$ cat src/rtl/aes50_txd_gearbox_if.sv
// ============================================================================
// Module      : aes50_txd_gearbox_if
// Description : Framer-to-gearbox word handshake (data, valid, ready).
// Revision    : 1.0 - initial release
// ============================================================================
`default_nettype none

interface aes50_txd_gearbox_if #(
  parameter int LANES = 3,
  parameter int RATIO = 4
);
  logic [LANES*2*RATIO-1:0] in_data;
  logic                     in_valid;
  logic                     in_ready;

  // Framer side drives words and samples back-pressure
  modport master (output in_data, output in_valid, input in_ready);
  // Gearbox side consumes words and drives back-pressure
  modport slave  (input in_data, input in_valid, output in_ready);
endinterface

`default_nettype wire

$ cat src/rtl/aes50_txd_gearbox.sv
// ============================================================================
// Module      : aes50_txd_gearbox
// Description : AES50 transmit gearbox. Buffers wide framer words in a small
//               FIFO and serialises them, one DDR slot per refclk cycle, into
//               rise/fall bit pairs per lane plus a forwarded-clock pair.
//               Optional macro AES50_TXD_PRBS_EN replaces the idle fill with
//               a PRBS7 pattern when prbs_mode is set.
// Revision    : 1.0 - initial release
// ============================================================================
`default_nettype none

module aes50_txd_gearbox #(
  parameter int         LANES       = 3,
  parameter int         RATIO       = 4,
  parameter int         DEPTH       = 4,
  parameter int         START_LEVEL = 2,
  parameter logic [1:0] IDLE_PAIR   = 2'b00
) (
  input  wire logic               refclk,
  input  wire logic               reset_n,
  input  wire logic               enable,
`ifdef AES50_TXD_PRBS_EN
  input  wire logic               prbs_mode,
`endif
  aes50_txd_gearbox_if.slave      in_if,
  output logic [2*LANES-1:0]      ddr_data,
  output logic [1:0]              clk_ddr_data,
  output logic                    active,
  output logic                    underflow,
  output logic [$clog2(DEPTH):0]  level
);

  localparam int SLOT_W  = 2 * LANES;
  localparam int PTR_W   = $clog2(DEPTH);
  localparam int CNT_W   = PTR_W + 1;
  localparam int SLOTC_W = $clog2(RATIO);

  localparam logic [SLOTC_W-1:0] LAST_SLOT = SLOTC_W'(RATIO - 1);
  localparam logic [CNT_W-1:0]   START_CNT = CNT_W'(START_LEVEL);
  localparam logic [CNT_W-1:0]   FULL_CNT  = CNT_W'(DEPTH);

  typedef logic [RATIO-1:0][SLOT_W-1:0] word_t;

  typedef enum logic [1:0] {
    ST_IDLE  = 2'd0,
    ST_RUN   = 2'd1,
    ST_DRAIN = 2'd2
  } state_t;

  // FIFO storage and bookkeeping
  word_t             mem_q [DEPTH];
  logic [PTR_W-1:0]  wptr_q;
  logic [PTR_W-1:0]  rptr_q;
  logic [CNT_W-1:0]  count_q;
  logic [CNT_W-1:0]  count_d;

  // Serialiser state
  state_t            state_q;
  logic [SLOTC_W-1:0] slot_q;
  word_t             word_q;
  logic [SLOT_W-1:0] ddr_q;
  logic [1:0]        clk_q;
  logic              underflow_q;

  logic              w_ready;
  logic              w_wr;
  logic              w_load;
  logic [SLOT_W-1:0] w_fill;

  assign w_ready        = (count_q < FULL_CNT);
  assign w_wr           = in_if.in_valid && w_ready;
  assign in_if.in_ready = w_ready;

  // A word leaves the FIFO only when the shifter loads: on the IDLE start
  // condition, or back-to-back at the last slot of a running word.
  always_comb begin
    w_load = 1'b0;
    case (state_q)
      ST_IDLE: w_load = enable && (count_q >= START_CNT);
      ST_RUN:  w_load = (slot_q == LAST_SLOT) && enable && (count_q != '0);
      default: w_load = 1'b0;
    endcase
  end

  // Occupancy: simultaneous write and read leave the count unchanged
  always_comb begin
    count_d = count_q;
    if (w_wr && !w_load) begin
      count_d = count_q + 1'b1;
    end else if (!w_wr && w_load) begin
      count_d = count_q - 1'b1;
    end
  end

  // FIFO pointers and count; pointers wrap naturally since DEPTH is 2^n
  always_ff @(posedge refclk or negedge reset_n) begin
    if (!reset_n) begin
      wptr_q  <= '0;
      rptr_q  <= '0;
      count_q <= '0;
    end else begin
      if (w_wr) begin
        wptr_q <= wptr_q + 1'b1;
      end
      if (w_load) begin
        rptr_q <= rptr_q + 1'b1;
      end
      count_q <= count_d;
    end
  end

  // FIFO storage; stale entries are harmless because reset clears the count
  always_ff @(posedge refclk) begin
    if (w_wr) begin
      mem_q[wptr_q] <= in_if.in_data;
    end
  end

`ifdef AES50_TXD_PRBS_EN
  logic [6:0] prbs_q;
  logic       w_prbs_rise;
  logic       w_prbs_fall;
  logic [6:0] w_prbs_s1;
  logic [6:0] w_prbs_s2;

  // Two PRBS7 (x^7+x^6+1) steps per cycle; the first new bit is the rise bit
  always_comb begin
    w_prbs_rise = prbs_q[6] ^ prbs_q[5];
    w_prbs_s1   = {prbs_q[5:0], w_prbs_rise};
    w_prbs_fall = w_prbs_s1[6] ^ w_prbs_s1[5];
    w_prbs_s2   = {w_prbs_s1[5:0], w_prbs_fall};
  end

  // The generator only advances while its bits are actually being emitted
  always_ff @(posedge refclk or negedge reset_n) begin
    if (!reset_n) begin
      prbs_q <= 7'h7F;
    end else if (prbs_mode && (state_q == ST_IDLE)) begin
      prbs_q <= w_prbs_s2;
    end
  end

  assign w_fill = prbs_mode ? {LANES{w_prbs_fall, w_prbs_rise}} : {LANES{IDLE_PAIR}};
`else
  assign w_fill = {LANES{IDLE_PAIR}};
`endif

  // Control FSM with registered DDR outputs; the slot chosen in one cycle is
  // presented on the pins in the next, with the clock pair aligned to it.
  always_ff @(posedge refclk or negedge reset_n) begin
    if (!reset_n) begin
      state_q     <= ST_IDLE;
      slot_q      <= '0;
      word_q      <= '0;
      ddr_q       <= {LANES{IDLE_PAIR}};
      clk_q       <= 2'b00;
      underflow_q <= 1'b0;
    end else begin
      underflow_q <= 1'b0;

      if (state_q != ST_IDLE) begin
        ddr_q <= word_q[slot_q];
        clk_q <= 2'b01;
      end else begin
        ddr_q <= w_fill;
        clk_q <= 2'b00;
      end

      if (w_load) begin
        word_q <= mem_q[rptr_q];
      end

      case (state_q)
        ST_IDLE: begin
          if (w_load) begin
            state_q <= ST_RUN;
            slot_q  <= '0;
          end
        end
        ST_RUN: begin
          if (slot_q == LAST_SLOT) begin
            slot_q <= '0;
            if (!enable) begin
              state_q <= ST_IDLE;
            end else if (count_q == '0) begin
              state_q     <= ST_IDLE;
              underflow_q <= 1'b1;
            end
          end else begin
            slot_q <= slot_q + 1'b1;
            if (!enable) begin
              state_q <= ST_DRAIN;
            end
          end
        end
        ST_DRAIN: begin
          if (slot_q == LAST_SLOT) begin
            slot_q  <= '0;
            state_q <= ST_IDLE;
          end else begin
            slot_q <= slot_q + 1'b1;
          end
        end
        default: begin
          state_q <= ST_IDLE;
          slot_q  <= '0;
        end
      endcase
    end
  end

  assign ddr_data     = ddr_q;
  assign clk_ddr_data = clk_q;
  assign underflow    = underflow_q;
  assign active       = (state_q != ST_IDLE);
  assign level        = count_q;

endmodule

`default_nettype wire

$ cat src/flat_wrapper.sv
// flat-port wrapper written by rule: the top's interface ports become plain ports
module aes50_txd_gearbox_flat 
#(
  parameter int         LANES       = 3,
  parameter int         RATIO       = 4,
  parameter int         DEPTH       = 4,
  parameter int         START_LEVEL = 2,
  parameter logic [1:0] IDLE_PAIR   = 2'b00
)
  (refclk, reset_n, enable, ddr_data, clk_ddr_data, active, underflow, level, in_if_in_data, in_if_in_valid, in_if_in_ready);
  aes50_txd_gearbox_if #(.LANES(LANES), .RATIO(RATIO)) in_if_i ();
  input  wire logic refclk;
  input  wire logic reset_n;
  input  wire logic enable;
  output logic [2*LANES-1:0] ddr_data;
  output logic [1:0] clk_ddr_data;
  output logic active;
  output logic underflow;
  output logic [$clog2(DEPTH):0] level;
  input wire logic [$bits(in_if_i.in_data)-1:0] in_if_in_data;
  input wire logic [$bits(in_if_i.in_valid)-1:0] in_if_in_valid;
  output wire logic [$bits(in_if_i.in_ready)-1:0] in_if_in_ready;
  assign in_if_i.in_data = in_if_in_data;
  assign in_if_i.in_valid = in_if_in_valid;
  assign in_if_in_ready = in_if_i.in_ready;
  aes50_txd_gearbox #(.LANES(LANES), .RATIO(RATIO), .DEPTH(DEPTH), .START_LEVEL(START_LEVEL), .IDLE_PAIR(IDLE_PAIR)) u_core (.refclk(refclk), .reset_n(reset_n), .enable(enable), .in_if(in_if_i), .ddr_data(ddr_data), .clk_ddr_data(clk_ddr_data), .active(active), .underflow(underflow), .level(level));
endmodule
$ cat config.mk
export PLATFORM = sky130hd
export DESIGN_NAME = aes50_txd_gearbox_flat
export DESIGN_NICKNAME = d
export VERILOG_FILES = /design/src/rtl/aes50_txd_gearbox_if.sv /design/src/rtl/aes50_txd_gearbox.sv /design/src/flat_wrapper.sv
export SDC_FILE = /design/constraint.sdc
export NUM_CORES = 1
export LEC_CHECK = 0
export CORE_ASPECT_RATIO = 1.75
export CORE_UTILIZATION = 55
export CTS_BUF_LIST = sky130_fd_sc_hd__clkbuf_16
export DETAILED_ROUTE_END_ITERATION = 7
export PLACE_DENSITY = 0.76
export SETUP_SLACK_MARGIN = 0.5
export SKIP_CTS_REPAIR_TIMING = 1
export SLEW_MARGIN = 5
export SYNTH_ARGS = -nofsm -noshare
export SYNTH_HDL_FRONTEND = slang
export SYNTH_SLANG_ARGS = --single-unit
export TNS_END_PERCENT = 1
$ cat constraint.sdc
create_clock -name refclk -period 2.9 [get_ports refclk]
set_input_delay 0.58 -clock refclk [delete_from_list [all_inputs] [get_ports refclk]]
set_output_delay 0.58 -clock refclk [all_outputs]
set_load 0.01 [all_outputs]
==> results.sh <==
export IMPL_status="complete, no violations"
export IMPL_dr_pass1_iters=5
export IMPL_reg2reg_setup_slack_ns=0.67
export IMPL_utilization_pct=67.3
export IMPL_maxCapViolations=0
export IMPL_power_mw=6.78
export IMPL_grt_pass1_vias=2889
export IMPL_yosysSeqAreaShare_pct=71.8
export IMPL_combPwrFrac_pct=28.1
export IMPL_fin_crit_sh_pct=81.1
export IMPL_syn_area_um2=5510
export IMPL_hp_class="primary input to async pin"
export IMPL_period_needed_ns=2.35
export IMPL_port_buffers=40
export IMPL_coreArea_um2=9790
export IMPL_switchingPower_mw=1.86
export IMPL_r2r_start="u_core.slot_q[0]"
export IMPL_worstReg2RegEnd="u_core.level[1]"
export IMPL_area_growth_pct=19.4
export IMPL_critPathLaunchType="flop"
export IMPL_root_buffer="clkbuf_16"
export IMPL_slew_violations=0
export IMPL_clkPwrFrac_pct=29.0
export IMPL_internal_power_mw=4.92
export IMPL_fp_dieH_um=134
export IMPL_hold_violations=0
export IMPL_rows=48
export IMPL_seqPwrFrac_pct=42.9
export IMPL_synth_area_leaders="edfxtp_1, dfrtp_1, mux4_2"
export IMPL_finish_net_count=366
export IMPL_met3_usage_pct=5.81
export IMPL_path_max_fanout=8
export IMPL_cts_buffers=17
export IMPL_wl_per_cell_um=20.8
export IMPL_via_count=2692
export IMPL_crit_chain="inv_1 > ha_2 > inv_2 > clkdlybuf4s50_1"
export IMPL_cts_tree="yes"
export IMPL_wl_um=9660
export IMPL_htreeDepth=4
export IMPL_swShare_pct=27.4
export IMPL_clock_latency_ns=0.41
export IMPL_arrival_ns=1.77
export IMPL_fillers=620
export IMPL_clock_sinks=139
export IMPL_overflow=0
export IMPL_cpPeakStageDelay_ns=0.55
export IMPL_met1_usage_pct=23.5
export IMPL_grt_pass1_wl_um=15500
export IMPL_path_clk_slew_ns=0.05
export IMPL_fin_skew_ns=0.00529
export IMPL_drt_iter0_drc=127
export IMPL_vias_per_cell=5.79
export IMPL_grt_util_met2_pct=36.7
export IMPL_cp_required_ns=2.32
export IMPL_criticalPathCategory="flop to output pin"
export IMPL_syn_nets=310
export IMPL_critical_path_slowest_cell="clkdlybuf4s50_1"
export IMPL_pin_count=42
export IMPL_ys_flop_type="edfxtp_1"
export IMPL_synth_top_area_cell="edfxtp_1"
export IMPL_hpwl_um=5920
export IMPL_rsz0062_at_grt="yes"
export IMPL_synth_top_cell_area_share_pct=52.3
export IMPL_top_usage_layer="met2"
export IMPL_ys_warn_count=0
export IMPL_ys_types=34
export IMPL_crit_end="active"
export IMPL_grt_usage_pct=20.9
export IMPL_startpoint="u_core.state_q[1]"
export IMPL_ir_drop_uv=609
export IMPL_p_per_area_nw_per_um2=1030
export IMPL_drive_gt1_share_pct=25.6
export IMPL_slew_headroom_pct=36.3
export IMPL_cts_max_path_buffers=2
export IMPL_ant_nets=0
export IMPL_synth_edff_count=96
export IMPL_antenna_found_initial=0
export IMPL_grt_max_degree=44
export IMPL_fmax_mhz=425
export IMPL_critPathCaptureType="output pin"
export IMPL_dieWidth_um=77.7
export IMPL_dieArea_um2=10400
export IMPL_power_leakage_nw=2.40
export IMPL_tightestPinTransition_ns=0.956
export IMPL_synthArstFlopShare_pct=30.9
export IMPL_synthCells=272
export IMPL_rr_worst_depth=8
export IMPL_place_congestion=0.715
export IMPL_drcViolationCount=0
export IMPL_syn_avg_cell_area_um2=20.3
export IMPL_n_antenna_cell=0
export IMPL_synth_seq_cells=139
export IMPL_initial_core_util_pct=56.3
export IMPL_final_setup_viol_count=0
export IMPL_fin_tns_setup_ns=0
## flip-flops by register name, summed over array words and instances, names as in the netlist
register             flops
u_core.rptr_q            2
u_core.clk_ddr_data      1
u_core.mem_q            96
u_core.state_q           2
u_core.word_q           24
u_core.ddr_data          6
u_core.wptr_q            2
u_core.underflow         1
u_core.level             3
u_core.slot_q            2
## stage by stage
step / worst slack (ns) / hold WS [ns] / cell area [um2] / instances
2_1_floorplan: 0.629 / 0.284 / 5510 / 272
3_5_place_dp: 0.308 / 0.494 / 6040 / 434
6_report: 0.549 / 0.322 / 6580 / 465
5_1_grt: 0.450 / 0.386 / 6580 / 465
3_3_place_gp: 0.370 / 0.484 / 6040 / 434
4_1_cts: 0.375 / 0.335 / 6580 / 465
## worst max-delay path: cells and delay by family, from the launching register on
kind       cells  cell delay, ns
fa+ha+maj      1            0.22
buf+inv        3            0.76
flops          1            0.38
## logic make-up (layout without fill, tap and decap cells)
| group | count (synthesis) | after routing | share of synthesized area, % |
|---|---|---|---|
| fa+ha+maj | 10 | 10 | 2.41 |
| other cells | 1 | 1 | 0.0680 |
| flops | 139 | 139 | 71.8 |
| buf+inv | 24 | 92 | 2.56 |
| xor+xnor | 6 | 6 | 0.953 |
| mux | 57 | 57 | 18.2 |
| simple gates | 23 | 23 | 2.41 |
| compound gates | 12 | 12 | 1.59 |
## worst min-delay path by stage
stage	from	end	slack [ns]
after floorplan	reset_n	u_core.clk_ddr_data[0]	0.28
after global placement	u_core.word_q[20]	u_core.word_q[20]	0.48
after detailed placement	u_core.word_q[15]	u_core.word_q[15]	0.49
after CTS	reset_n	u_core.word_q[6]	0.34
after global routing	reset_n	u_core.word_q[7]	0.39
final	reset_n	u_core.word_q[4]	0.32
## power by group through the flow
stage | Sequential (mW) | Combinational [mW] | Clock, mW
global route | 2.96 | 2.07 | 2.08
floorplan | 2.83 | 1.43 | 0
global placement | 2.91 | 1.86 | 0
finish | 2.91 | 1.91 | 1.96
detailed placement | 2.94 | 1.92 | 0
CTS | 2.91 | 1.94 | 2.00
## cell type report
type,count,area [um2],share of cell area [%]
Clock inverter,14,114,1.73
Clock buffer,17,425,6.46
Timing Repair Buffer,50,470,7.15
Sequential cell,139,3960,60.1
Tap cell,125,156,2.38
Multi-Input combinational cell,109,1420,21.5
Inverter,11,41.3,0.627
## layer usage
layer	wire length, um	up-vias	part of all wire [%]
li1	-	1177	-
met1	3730	1428	39
met2	5430	68	56
met3	279	19	2.9
met4	212	0	2.2
met5	0	-	0
## cell usage after synthesis, types with 2 or more instances
library cell	count
and2_1	10
buf_2	2
buf_6	6
clkbuf_1	4
dfrtp_1	43
edfxtp_1	96
ha_1	9
inv_1	11
mux2_2	25
mux4_1	7
mux4_2	23
nand2_1	6
o211ai_1	4
o21ai_0	2
xnor2_1	4
xor2_1	2
## cells in the final DEF (no fill, tap or decap), types with 2 or more instances in the layout
cell type	count
nand2_1	6
mux4_1	7
xnor2_1	4
and2_1	10
edfxtp_1	96
clkinv_1	5
dfrtp_1	42
o21ai_0	2
mux2_2	25
clkbuf_16	17
mux4_2	23
bufinv_16	2
buf_4	10
clkdlybuf4s50_1	39
xor2_1	2
o211ai_1	4
clkinv_2	4
ha_1	8
inv_1	12
Note: power is estimated with default switching activity, not from simulation.
